**src/rtl/ripple_cnt_pkg.sv**
```systemverilog
// ripple_cnt_pkg: shared FSM state and count-direction encodings for ripple_cnt_sampler.
package ripple_cnt_pkg;
  typedef enum logic {ST_INIT = 1'b0, ST_TRACK = 1'b1} state_t;
  localparam logic DIR_UP = 1'b1;
  localparam logic DIR_DN = 1'b0;
endpackage

```
**src/rtl/ripple_cnt_sampler_sync2.sv**
```systemverilog
// sync2: parameterised-width two-flop synchroniser, async active-low reset.
module sync2 #(
  parameter int W = 1
) (
  input  logic         clk,
  input  logic         rst,
  input  logic [W-1:0] d,
  output logic [W-1:0] q
);
  logic [W-1:0] s1;
  always_ff @(posedge clk or negedge rst)
    if (!rst) begin
      s1 <= '0;
      q  <= '0;
    end else begin
      s1 <= d;
      q  <= s1;
    end
endmodule

```
**src/rtl/ripple_cnt_sampler.sv**
```systemverilog
// ripple_cnt_sampler: stable-sample a ripple counter, extend with wrap count, valid/ready output.
// Define RIPPLE_STEP_CHECK_EN to build the sticky illegal-step flag on err.
module ripple_cnt_sampler
  import ripple_cnt_pkg::*;
#(
  parameter int N   = 4,
  parameter int EXT = 4
) (
  input  logic           clk,
  input  logic           rst,
  input  logic [N-1:0]   cnt_in,
  input  logic           mode,
  input  logic           ready,
  output logic [N-1:0]   cnt_q,
  output logic [EXT-1:0] ext_q,
  output logic           valid,
  output logic           wrap_up,
  output logic           wrap_dn,
  output logic           drop,
  output logic           err
);
  logic [N-1:0] s2, s3;
  logic         mode_s, stable, upd, wu, wd;
  logic [1:0]   fill;
  state_t       state;
  sync2 #(.W(N)) u_cnt  (.clk(clk), .rst(rst), .d(cnt_in), .q(s2));
  sync2 #(.W(1)) u_mode (.clk(clk), .rst(rst), .d(mode),   .q(mode_s));
  assign stable = (s2 == s3);
  assign upd    = (state == ST_TRACK) && stable && (s2 != cnt_q);
  assign wu     = upd && (mode_s == DIR_UP) && (cnt_q == '1) && (s2 == '0);
  assign wd     = upd && (mode_s == DIR_DN) && (cnt_q == '0) && (s2 == '1);
  // fill keeps INIT from accepting the reset zeros before s3 holds a real sample
  always_ff @(posedge clk or negedge rst)
    if (!rst) begin
      s3      <= '0;
      fill    <= '0;
      state   <= ST_INIT;
      cnt_q   <= '0;
      ext_q   <= '0;
      valid   <= 1'b0;
      wrap_up <= 1'b0;
      wrap_dn <= 1'b0;
      drop    <= 1'b0;
    end else begin
      s3      <= s2;
      wrap_up <= wu;
      wrap_dn <= wd;
      drop    <= upd && valid && !ready;
      if (state == ST_INIT) begin
        if (fill != 2'd3) fill <= fill + 2'd1;
        else if (stable) begin
          cnt_q <= s2;
          valid <= 1'b1;
          state <= ST_TRACK;
        end
      end else begin
        if (upd) cnt_q <= s2;
        valid <= upd || (valid && !ready);
        ext_q <= wu ? ext_q + 1'b1 : wd ? ext_q - 1'b1 : ext_q;
      end
    end
`ifdef RIPPLE_STEP_CHECK_EN
  logic [N-1:0] nxt;
  assign nxt = (mode_s == DIR_UP) ? cnt_q + 1'b1 : cnt_q - 1'b1;
  always_ff @(posedge clk or negedge rst)
    if (!rst) err <= 1'b0;
    else if (upd && (s2 != nxt)) err <= 1'b1;
`else
  assign err = 1'b0;
`endif
endmodule

```
**config.mk**
```make
export PLATFORM = sky130hd
export DESIGN_NAME = ripple_cnt_sampler
export DESIGN_NICKNAME = d
export VERILOG_FILES = /design/src/rtl/ripple_cnt_pkg.sv /design/src/rtl/ripple_cnt_sampler_sync2.sv /design/src/rtl/ripple_cnt_sampler.sv
export SDC_FILE = /design/constraint.sdc
export NUM_CORES = 1
export LEC_CHECK = 0
export BUFFER_PORTS_ARGS = -buffer_cell sky130_fd_sc_hd__clkbuf_2
export CAP_MARGIN = 0
export CORE_MARGIN = 3
export CORE_UTILIZATION = 48
export DETAILED_ROUTE_END_ITERATION = 12
export PLACE_DENSITY = 0.69
export SYNTH_ARGS = -nofsm -noshare
export SYNTH_HDL_FRONTEND = slang
export SYNTH_SLANG_ARGS = --single-unit
```
**constraint.sdc**
```tcl
create_clock -name clk -period 2.4 [get_ports clk]
set_clock_uncertainty 0.05 [all_clocks]
set_input_delay 0.24 -clock clk [delete_from_list [all_inputs] [get_ports clk]]
set_output_delay 0.24 -clock clk [all_outputs]
set_load 0.005 [all_outputs]
```
==> results of run 1 <==
[logic make-up after synthesis]
| family | after synthesis |
|---|---|
| and+or+nand+nor | 16 |
| xor gates and xnor gates | 12 |
| muxes | 8 |
| other | 1 |
| buffers and inverters | 3 |
| AOI/OAI and AO/OA | 7 |
| adders and majority gates | 4 |
| DFF | 29 |
[synthesized netlist by cell type (all sizes together)]
master,instances
or4b,1
nor4,2
mux2,7
and4bb,1
inv,2
xor2,7
buf,1
and2b,1
nand2,1
nor3b,1
o21ai,1
nand4,2
mux2i,1
fa,1
ha,3
nand3,3
o21bai,1
xnor2,5
nor3,1
nor2,2
conb,1
a21oi,2
and2,1
dfrtp,29
a21o,3
[sequential cells by signal, indices dropped and copies added, names as in the netlist]
| name | flops |
|---|---|
| ext_q | 4 |
| state | 1 |
| u_cnt.s1 | 4 |
| s3 | 4 |
| u_mode.q | 1 |
| u_cnt.q | 4 |
| valid | 1 |
| wrap_dn | 1 |
| wrap_up | 1 |
| cnt_q | 4 |
| drop | 1 |
| fill | 2 |
| u_mode.s1 | 1 |
[power groups by stage]
stage / sequential [W] / clock (W) / combinational [W]
2_1_floorplan: 0.000599 / 0 / 0.0000956
3_3_place_gp: 0.000600 / 0 / 0.000162
3_5_place_dp: 0.000605 / 0 / 0.000168
4_1_cts: 0.000594 / 0.000264 / 0.000185
5_1_grt: 0.000601 / 0.000291 / 0.000206
6_report: 0.000594 / 0.000247 / 0.000186
[what timing repair did]
| item | in CTS | in global routing |
|---|---|---|
| resized for setup | 4 | 2 |
| setup endpoints to repair | 1 | 1 |
| gates cloned | 0 | 0 |
| buffers inserted | 4 | 3 |
| endpoints found under the hold margin | 34 | 0 |
| pin swaps | 2 | 4 |
| hold buffers | 6 | 0 |
[cell type report]
class / count / area [µm²]
clock inverter: 1 / 5.00
timing repair buffer: 37 / 245
inverter: 2 / 7.51
fill: 166 / 748
multi-input combinational: 48 / 470
sequential: 29 / 727
tap: 28 / 35.0
clock buffer: 5 / 37.5
[through the flow]
stage / hold WS (ns) / instance area, µm²
after CTS: 0.0187 / 1490
final: 0.0445 / 1530
after detailed placement: 0.263 / 1350
after floorplan: -0.106 / 1190
after global routing: 0.0200 / 1530
after global placement: 0.260 / 1350
[metal layers]
| metal | wire length (µm) | up-vias |
|---|---|---|
| li1 | - | 358 |
| met1 | 806 | 372 |
| met2 | 972 | 22 |
| met3 | 105 | 6 |
| met4 | 51 | 0 |
| met5 | 0 | - |
[final timing paths]
path / to / cells after the start
max: ext_q[2]$_DFFE_PN0P_ / 9
min: drop$_DFF_PN0_ / 2
max reg2reg: ext_q[2]$_DFFE_PN0P_ / 9
min reg2reg: u_cnt.q[2]$_DFF_PN0_ / 0
max in group asynchronous: u_cnt.q[2]$_DFF_PN0_ / 2
min in group asynchronous: fill[0]$_DFFE_PN0P_ / 2
==> insert_results.sql, run 1 <==
INSERT INTO impl_metrics (metric_group, metric, value, unit) VALUES
('setup_path', 'cp.required', '2.56', 'ns'),
('clock_network', 'cell_at_the_root_of_the_clock_tree', 'clkbuf_4', ''),
('logic_synthesis', 'syn_area_per_cell', '14.8', 'µm²'),
('sta', 'totalNegativeSetupSlack', '0', 'ns'),
('sta', 'timing.final.crit_share', '0.958', ''),
('finish', 'number_of_diodes_added_for_antenna_fixing', '0', ''),
('sta', 'finalCriticalPeriod', '2.30', 'ns'),
('logic_synthesis', 'synth_area_leaders', 'dfrtp_1 61%, xor2_1 5.2%, mux2_2 4.7%', ''),
('sta', 'timing.final.max_slew_violations', '0', ''),
('route', 'first_iter_violations', '2', ''),
('global_route', 'grt_start_max_net_pins', '30', ''),
('floorplanning', 'num_rows', '17', ''),
('power_and_ir_drop', 'cellLeakagePower', '0.751', 'nW'),
('setup_path', 'critPathBufInv', '2', ''),
('clock_network', 'clk-insertion-delay-late', '0.32', 'ns'),
('route', 'drt-vias-per-instance', '5.05', ''),
('placed_design', 'number_of_placed_instances_with_taps_included', '131', ''),
('floorplanning', 'floorplan.die_area', '0.00311', 'mm²'),
('power_and_ir_drop', 'pwr-share-comb', '0.181', ''),
('floorplanning', 'pin_count', '21', ''),
('power_and_ir_drop', 'vdd_drop_max', '0.457', 'mV'),
('finish', 'finish.cell_count_without_fillers', '150', ''),
('setup_path', 'crit_path_top_delay_cell', 'dfrtp_1', ''),
('global_route', 'fraction_of_met1_tracks_used_by_global_routing', '0.170', ''),
('placed_design', 'gp_congestion', '0.719', ''),
('setup_path', 'timing.critical_path.to_type', 'register', ''),
('finish', 'post_route_cells_drive_above_1_share', '0.467', ''),
('logic_synthesis', 'yosys_warnings', '0', ''),
('logic_synthesis', 'synth_cell_types', '29', ''),
('global_route', 'gr-total-overflow', '0', ''),
('logic_synthesis', 'synth_compound_gate_area_share', '0.0443', ''),
('sta', 'timing_worst_slew_pin_value', '0.675', 'ns'),
('global_route', 'globalRoute.busiestLayer', 'met2', ''),
('route', 'drtAntennaViolNets', '0', ''),
('outcome', 'status', 'finished, final reports clean', ''),
('power_and_ir_drop', 'share_clk_of_total_power', '0.241', ''),
('finish', 'layout.cells.most_common_list', '28 x dfrtp_1, 19 x clkbuf_2, 12 x buf_4', ''),
('logic_synthesis', 'yosysTopAreaCell', 'dfrtp_1', ''),
('power_and_ir_drop', 'power.switching_fraction', '0.273', ''),
('setup_path', 'path_delay_family', 'simple AND/OR/NAND/NOR gates', ''),
('finish', 'final_common_cell', 'dfrtp_1', ''),
('sta', 'max_slew_margin', '0.550', ''),
('setup_path', 'worst-path-max-fanout', '3', ''),
('global_route', 'grt.met3_usage', '0.0626', ''),
('power_and_ir_drop', 'p_int', '0.000746', 'W'),
('power_and_ir_drop', 'netSwitchingPower', '0.000280', 'W'),
('logic_synthesis', 'combinational_family_with_the_most_area_after_synthesis', 'simple AND/OR/NAND/NOR gates', ''),
('sta', 'achievable-frequency', '435', 'MHz'),
('setup_path', 'worst_path_largest_cell_delay', '0.38', 'ns'),
('route', 'route.final.wire_length', '1940', 'µm'),
('global_route', 'use_met2', '0.231', ''),
('clock_network', 'numCtsBuffers', '5', ''),
('clock_network', 'buffer_depth_of_the_longest_clock_path', '2', ''),
('logic_synthesis', 'yosys.area_share.adder', '0.0485', ''),
('global_route', 'grt_antenna_before_repair', '0', ''),
('global_route', 'track_usage', '0.151', ''),
('job', 'max_cap_violations', '0', ''),
('setup_path', 'crit-reg2reg-launch', 's3[1]$_DFF_PN0_', ''),
('logic_synthesis', 'netlist_instances', '80', ''),
('sta', 'timing.final.hold_violations', '0', ''),
('global_route', 'first_global_vias', '770', ''),
('logic_synthesis', 'netlist.area_leader.share', '0.611', ''),
('power_and_ir_drop', 'p_total', '0.00103', 'W'),
('clock_network', 'cts.htree.levels', '2', ''),
('logic_synthesis', 'synth_area', '0.00119', 'mm²'),
('route', 'via_count', '758', ''),
('floorplanning', 'effective_utilization_at_floorplan', '0.522', ''),
('floorplanning', 'die_w', '55.7', 'µm'),
('worst_hold_path', 'tightest_hold_check_type', 'input pin to register', ''),
('logic_synthesis', 'synth_simple_gate_area_frac', '0.111', ''),
('finish', 'syn_to_final_growth', '28.7', '%');
Power figures use the tool's default switching activity.
==> inputs of run 2 (changes only) <==
--- a/config.mk
+++ b/config.mk
@@ -11,6 +11,7 @@
 export CORE_UTILIZATION = 48
 export DETAILED_ROUTE_END_ITERATION = 12
 export PLACE_DENSITY = 0.69
+export RECOVER_POWER = 25
 export SYNTH_ARGS = -nofsm -noshare
 export SYNTH_HDL_FRONTEND = slang
 export SYNTH_SLANG_ARGS = --single-unit
==> run 2 against run 1 <==
Non-clock buffer count stayed put. Setup slack got worse by 0.00065 ns. Power fell by 0.17%. Register-to-register slack hardly changed. Critical path depth is the same. Sequential power barely moved. Combinational power about the same. Via count unchanged. Clock power is essentially flat. Sequential share of layout area up 0.27 points. Global-route usage did not move.
==> insert_results.sql, run 2 (synthesis gave the netlist of run 1 again) <==
INSERT INTO impl_metrics (metric_group, metric, value, unit) VALUES
('setup_path', 'cp.required', '2.56', 'ns'),
('route', 'via_count', '758', ''),
('clock_network', 'cell_at_the_root_of_the_clock_tree', 'clkbuf_4', ''),
('sta', 'setup_repair_after_global_routing_missed_its_margin', 'true', ''),
('global_route', 'grt_start_max_net_pins', '30', ''),
('sta', 'max_slew_margin', '0.0309', ''),
('finish', 'syn_to_final_growth', '27.9', '%'),
('floorplanning', 'die_w', '55.7', 'µm'),
('floorplanning', 'floorplan.core_area', '0.00228', 'mm²'),
('clock_network', 'cts_tree', 'built', ''),
('power_and_ir_drop', 'vdd_drop_max', '0.457', 'mV'),
('global_route', 'first_global_vias', '770', ''),
('sta', 'timing.final.max_slew_violations', '0', ''),
('floorplanning', 'pin_count', '21', ''),
('setup_path', 'timing.critical_path.to_type', 'register', ''),
('worst_hold_path', 'tightest_hold_check_type', 'input pin to register', ''),
('global_route', 'grt_antenna_before_repair', '0', ''),
('power_and_ir_drop', 'share_clk_of_total_power', '0.241', ''),
('power_and_ir_drop', 'p_int', '0.000745', 'W'),
('clock_network', 'cts.reportedPaths.clkPinSlew', '0.08', 'ns'),
('floorplanning', 'dieHeight', '55.7', 'µm'),
('route', 'first_iter_violations', '2', ''),
('finish', 'finish.cell_count_without_fillers', '150', ''),
('finish', 'final_common_cell', 'dfrtp_1', ''),
('sta', 'achievable-frequency', '435', 'MHz'),
('setup_path', 'worst_setup_path_start_kind', 'register', ''),
('route', 'drt_pass1_iterations', '3', ''),
('placed_design', 'number_of_placed_instances_with_taps_included', '131', ''),
('finish', 'nNetsFinal', '135', ''),
('power_and_ir_drop', 'netSwitchingPower', '0.000280', 'W'),
('global_route', 'track_usage', '0.151', ''),
('global_route', 'grt_first_pass_wirelength', '3460', 'µm'),
('route', 'route.final.wire_length', '1930', 'µm'),
('sta', 'timing.final.hold_violations', '0', ''),
('floorplanning', 'num_rows', '17', ''),
('finish', 'core_utilization_of_the_finished_layout', '0.667', ''),
('floorplanning', 'effective_utilization_at_floorplan', '0.522', ''),
('clock_network', 'cts.htree.levels', '2', ''),
('power_and_ir_drop', 'p_total', '0.00102', 'W'),
('route', 'post_route_drc_violation_count', '0', ''),
('finish', 'finalInstanceArea', '0.00152', 'mm²'),
('route', 'drt-vias-per-instance', '5.05', ''),
('placed_design', 'detailed_place_hpwl', '1370', 'µm'),
('clock_network', 'clk-insertion-delay-late', '0.32', 'ns'),
('global_route', 'gr-total-overflow', '0', ''),
('clock_network', 'buffer_depth_of_the_longest_clock_path', '2', ''),
('placed_design', 'numPortBuffers', '19', ''),
('setup_path', 'path_class', 'register to register', ''),
('clock_network', 'numCtsBuffers', '5', ''),
('job', 'max_cap_violations', '0', ''),
('setup_path', 'worst-path-max-fanout', '3', ''),
('floorplanning', 'floorplan.die_area', '0.00311', 'mm²'),
('clock_network', 'clock_sinks', '29', ''),
('sta', 'finalCriticalPeriod', '2.30', 'ns'),
('sta', 'setup-violations-final', '0', ''),
('placed_design', 'gp_congestion', '0.719', ''),
('route', 'wl_per_cell', '12.9', 'µm'),
('finish', 'number_of_diodes_added_for_antenna_fixing', '0', ''),
('setup_path', 'critical_path_arrival', '2.46', 'ns'),
('power_and_ir_drop', 'power_density', '674', 'mW/mm²'),
('outcome', 'status', 'finished, final reports clean', ''),
('finish', 'layout.cells.most_common_list', '28 x dfrtp_1, 18 x clkbuf_2, 10 x buf_4', ''),
('power_and_ir_drop', 'share_seq_of_total_power', '0.580', ''),
('route', 'drtAntennaViolNets', '0', ''),
('sta', 'timing_worst_slew_pin_value', '1.45', 'ns'),
('sta', 'timing.final.crit_share', '0.958', ''),
('power_and_ir_drop', 'cellLeakagePower', '0.741', 'nW'),
('power_and_ir_drop', 'power.switching_fraction', '0.273', ''),
('power_and_ir_drop', 'pwr-share-comb', '0.179', ''),
('finish', 'post_route_cells_drive_above_1_share', '0.443', ''),
('placed_design', 'placement.cell_area', '0.00135', 'mm²');
run 2: cell types whose count changed in the layout (fill, tap and decap cells not counted):
cell,delta
buf_4,-2
clkbuf_2,-1
clkbuf_1,+3
run 2: layout make-up:
class / count / area (µm²)
clock buffer: 5 / 37.5
clock inverter: 1 / 5.00
fill: 171 / 757
inverter: 2 / 7.51
multi-input combinational: 48 / 470
sequential: 29 / 727
tap: 28 / 35.0
timing repair buffer: 37 / 236
run 2: what timing repair did:
item / CTS / global route
hold buffers: 6 / 0
endpoints found under the hold margin: 34 / 0
endpoints found under the setup margin: 1 / 1
gates resized for setup: 4 / 2
pin swaps: 2 / 4
cloned: 0 / 0
setup buffers: 4 / 3
run 2: power groups by stage:
stage	logic [W]	clock network [W]	registers [W]
finish	0.000184	0.000247	0.000594
detailed placement	0.000168	0	0.000605
CTS	0.000185	0.000264	0.000594
floorplan	0.0000956	0	0.000599
global placement	0.000162	0	0.000600
global route	0.000204	0.000291	0.000601
run 2: through the flow:
stage	setup slack, ns	hold WS (ns)	setup TNS (ns)
floorplan	0.0254	-0.106	0
global placement	0.0357	0.260	0
detailed placement	-0.0417	0.263	-0.0417
CTS	0.0100	0.0187	0
global route	-0.0521	0.0200	-0.0643
finish	0.101	0.0449	0
run 2: final timing paths:
kind                                       start                    to  slack, ns  cells after the start
setup reg to reg                 s3[1]$_DFF_PN0_  ext_q[2]$_DFFE_PN0P_       0.10                      9
max in group asynchronous                    rst  u_cnt.q[2]$_DFF_PN0_       0.61                      2
min in group asynchronous                    rst   fill[0]$_DFFE_PN0P_       0.74                      2
hold reg to reg            u_cnt.s1[2]$_DFF_PN0_  u_cnt.q[2]$_DFF_PN0_       0.29                      0
setup / recovery                 s3[1]$_DFF_PN0_  ext_q[2]$_DFFE_PN0P_       0.10                      9
hold / removal                             ready        drop$_DFF_PN0_       0.04                      2
run 2: critical path: stages, from the launching register on:
cell     delay (ns)
dfrtp_1        0.38
xor2_1         0.17
nor4_2         0.38
nand3_2        0.14
inv_2          0.10
nand2_4        0.07
buf_4          0.14
fa_1           0.36
xor2_1         0.15
mux2_4         0.27
run 2: metal layers:
| layer | vias up | GRT usage | wire (µm) |
|---|---|---|---|
| met1 | 372 | 0.170 | 805 |
| met3 | 6 | 0.0626 | 105 |
| met5 | - | 0 | 0 |
| li1 | 358 | - | - |
| met2 | 22 | 0.231 | 972 |
| met4 | 0 | 0.104 | 51 |
==> inputs of run 3 (changes only) <==
--- a/config.mk
+++ b/config.mk
@@ -8,9 +8,9 @@
 export BUFFER_PORTS_ARGS = -buffer_cell sky130_fd_sc_hd__clkbuf_2
 export CAP_MARGIN = 0
 export CORE_MARGIN = 3
-export CORE_UTILIZATION = 48
+export CORE_UTILIZATION = 55
 export DETAILED_ROUTE_END_ITERATION = 12
-export PLACE_DENSITY = 0.69
+export PLACE_DENSITY = 0.75
 export RECOVER_POWER = 25
 export SYNTH_ARGS = -nofsm -noshare
 export SYNTH_HDL_FRONTEND = slang
==> constraint.sdc (replaced) <==
create_clock -name clk -period 2.95 [get_ports clk]
set_clock_uncertainty 0.05 [all_clocks]
set_input_delay 0.295 -clock clk [delete_from_list [all_inputs] [get_ports clk]]
set_output_delay 0.295 -clock clk [all_outputs]
set_load 0.005 [all_outputs]
==> run 3 against run 2 <==
Sequential cell count unchanged. Worst hold slack better by 0.042 ns. Count of clock-buffer cells in the layout up 1. Utilization up 6.0 points. Cell area down 4.1%. Wire length down 0.62%. Via count down 7.4%. First-iteration DRC count rose to 4.0 times the previous value. Critical endpoint is now ext_q[3]$_DFFE_PN0P_. Largest power group unchanged.
==> insert_results.sql, run 3 (synthesis gave the netlist of run 1 again) <==
INSERT INTO impl_metrics (metric_group, metric, value, unit) VALUES
('floorplanning', 'pin_count', '21', ''),
('setup_path', 'path_delay_family', 'simple AND/OR/NAND/NOR gates', ''),
('sta', 'setup-violations-final', '0', ''),
('global_route', 'grt_antenna_before_repair', '0', ''),
('global_route', 'grt_first_pass_wirelength', '3130', 'µm'),
('clock_network', 'cts.htree.levels', '2', ''),
('sta', 'timing.final.crit_share', '0.898', ''),
('setup_path', 'reg2reg_setup_slack', '0.30', 'ns'),
('floorplanning', 'num_rows', '16', ''),
('finish', 'post_route_cells_drive_above_1_share', '0.366', ''),
('finish', 'syn_to_final_growth', '22.7', '%'),
('job', 'max_cap_violations', '0', ''),
('power_and_ir_drop', 'power_density', '658', 'mW/mm²'),
('clock_network', 'cts_post_setup_buffers_inserted', '0', ''),
('setup_path', 'critPathLaunch', 'u_cnt.q[1]$_DFF_PN0_', ''),
('finish', 'n_fill_cell', '142', ''),
('power_and_ir_drop', 'vdd_drop_max', '0.484', 'mV'),
('setup_path', 'end_of_the_worst_register_to_register_path', 'ext_q[3]$_DFFE_PN0P_', ''),
('finish', 'number_of_diodes_added_for_antenna_fixing', '0', ''),
('clock_network', 'clk-insertion-delay-late', '0.33', 'ns'),
('clock_network', 'cell_at_the_root_of_the_clock_tree', 'clkbuf_4', ''),
('finish', 'nNetsFinal', '123', ''),
('setup_path', 'crit-reg2reg-launch', 'u_cnt.q[1]$_DFF_PN0_', ''),
('route', 'post_route_drc_violation_count', '0', ''),
('setup_path', 'worst_setup_path_start_kind', 'register', ''),
('floorplanning', 'die_w', '52.5', 'µm'),
('sta', 'max_slew_margin', '0.0240', ''),
('setup_path', 'timing.critical_path.to_type', 'register', ''),
('setup_path', 'critical_path_s_most_frequent_cell', 'xor2_1', ''),
('route', 'drtAntennaViolNets', '0', ''),
('power_and_ir_drop', 'cellLeakagePower', '0.693', 'nW'),
('global_route', 'gr-total-overflow', '0', ''),
('setup_path', 'path_class', 'register to register', ''),
('global_route', 'first_global_vias', '681', ''),
('placed_design', 'gp_congestion', '0.773', ''),
('finish', 'final_common_cell', 'dfrtp_1', ''),
('placed_design', 'numPortBuffers', '19', ''),
('clock_network', 'cts.hold.buffers_added', '2', ''),
('setup_path', 'worst-path-stages', '11', ''),
('outcome', 'status', 'finished, final reports clean', ''),
('sta', 'finalCriticalPeriod', '2.65', 'ns'),
('sta', 'timing.final.max_slew_violations', '0', ''),
('sta', 'timing_worst_slew_pin_value', '1.46', 'ns'),
('sta', 'totalNegativeSetupSlack', '0', 'ns'),
('floorplanning', 'floorplan.die_area', '0.00275', 'mm²'),
('power_and_ir_drop', 'p_total', '0.000958', 'W'),
('placed_design', 'detailed_place_hpwl', '1330', 'µm'),
('setup_path', 'worst-path-max-fanout', '6', ''),
('setup_path', 'critPathBufInv', '1', ''),
('sta', 'hold_ws', '0.0873', 'ns'),
('setup_path', 'crit_chain', 'xor2_1 -> nor4_2 -> nand3_2 -> inv_1 -> nand2_1 -> ha_1 -> a21o_1 -> a21oi_1 -> mux2i_1 -> nor2_1 -> xor2_1', ''),
('route', 'drt-vias-per-instance', '5.05', ''),
('clock_network', 'clock_sinks', '29', ''),
('route', 'drt_pass1_iterations', '4', ''),
('setup_path', 'ff2ff_path_depth', '11', ''),
('floorplanning', 'effective_utilization_at_floorplan', '0.593', ''),
('clock_network', 'post_cts_resized', '0', ''),
('route', 'route.final.wire_length', '1920', 'µm'),
('route', 'via_count', '702', ''),
('clock_network', 'cts.reportedPaths.clkPinSlew', '0.09', 'ns'),
('global_route', 'track_usage', '0.170', ''),
('floorplanning', 'floorplan.core_area', '0.00200', 'mm²'),
('route', 'first_iter_violations', '8', ''),
('sta', 'timing.final.hold_violations', '0', ''),
('floorplanning', 'dieHeight', '52.5', 'µm'),
('setup_path', 'worst_path_largest_cell_delay', '0.47', 'ns'),
('sta', 'achievable-frequency', '378', 'MHz'),
('finish', 'layout.cells.most_common_list', '29 x dfrtp_1, 18 x clkbuf_2, 7 x xor2_1', ''),
('setup_path', 'setup.worst_path.end', 'ext_q[3]$_DFFE_PN0P_', ''),
('global_route', 'grt_start_max_net_pins', '30', ''),
('route', 'wl_per_cell', '13.8', 'µm'),
('clock_network', 'numCtsBuffers', '5', ''),
('setup_path', 'critical_path_arrival', '2.81', 'ns'),
('clock_network', 'buffer_depth_of_the_longest_clock_path', '2', ''),
('setup_path', 'crit_path_top_delay_cell', 'dfrtp_1', ''),
('sta', 'setup_repair_after_global_routing_missed_its_margin', 'false', ''),
('worst_hold_path', 'tightest_hold_check_type', 'input pin to register', ''),
('clock_network', 'cts_tree', 'built', ''),
('setup_path', 'cp.required', '3.12', 'ns');
-- run 3: final cells by class --
cell class | count | area, µm² | share of cell area
Sequential cell | 29 | 726 | 0.498
Multi-Input combinational cell | 48 | 447 | 0.307
Timing Repair Buffer | 25 | 154 | 0.106
Clock buffer | 6 | 51.3 | 0.0352
Clock inverter | 2 | 37.5 | 0.0258
Tap cell | 27 | 33.8 | 0.0232
Inverter | 2 | 7.51 | 0.00515
-- run 3: how the worst min path moves through the flow --
| stage | start | endpoint | slack [ns] | depth (start not counted) |
|---|---|---|---|---|
| floorplan | rst | cnt_q[0]$_DFFE_PN0P_ | -0.05 | 0 |
| global placement | u_cnt.s1[2]$_DFF_PN0_ | u_cnt.q[2]$_DFF_PN0_ | 0.28 | 0 |
| detailed placement | u_cnt.s1[1]$_DFF_PN0_ | u_cnt.q[1]$_DFF_PN0_ | 0.29 | 0 |
| CTS | cnt_in[3] | u_cnt.s1[3]$_DFF_PN0_ | 0.0002 | 1 |
| global route | ready | drop$_DFF_PN0_ | 0.07 | 2 |
| finish | ready | drop$_DFF_PN0_ | 0.09 | 2 |
-- run 3: where the power goes --
group | total [W] | internal [W] | switching [W]
combinational | 0.000133 | 0.0000786 | 0.0000548
sequential | 0.000487 | 0.000435 | 0.0000523
clock | 0.000337 | 0.000201 | 0.000136
total | 0.000958 | 0.000715 | 0.000243
-- run 3: stage by stage --
stage / instance area [µm²] / utilization / setup WS [ns] / cells
2_1_floorplan: 1190 / - / 0.575 / 80
3_3_place_gp: 1310 / 0.654 / 0.358 / 125
5_1_grt: 1460 / 0.728 / 0.129 / 139
4_1_cts: 1420 / 0.708 / 0.300 / 135
6_report: 1460 / 0.728 / 0.302 / 139
3_5_place_dp: 1310 / 0.654 / 0.339 / 125
-- run 3: metal layers --
metal,GRT usage,share of wire,vias up
met2,0.248,0.51,18
li1,-,-,334
met1,0.204,0.41,345
met3,0.0855,0.058,5
met4,0.0894,0.023,0
met5,0,0,-
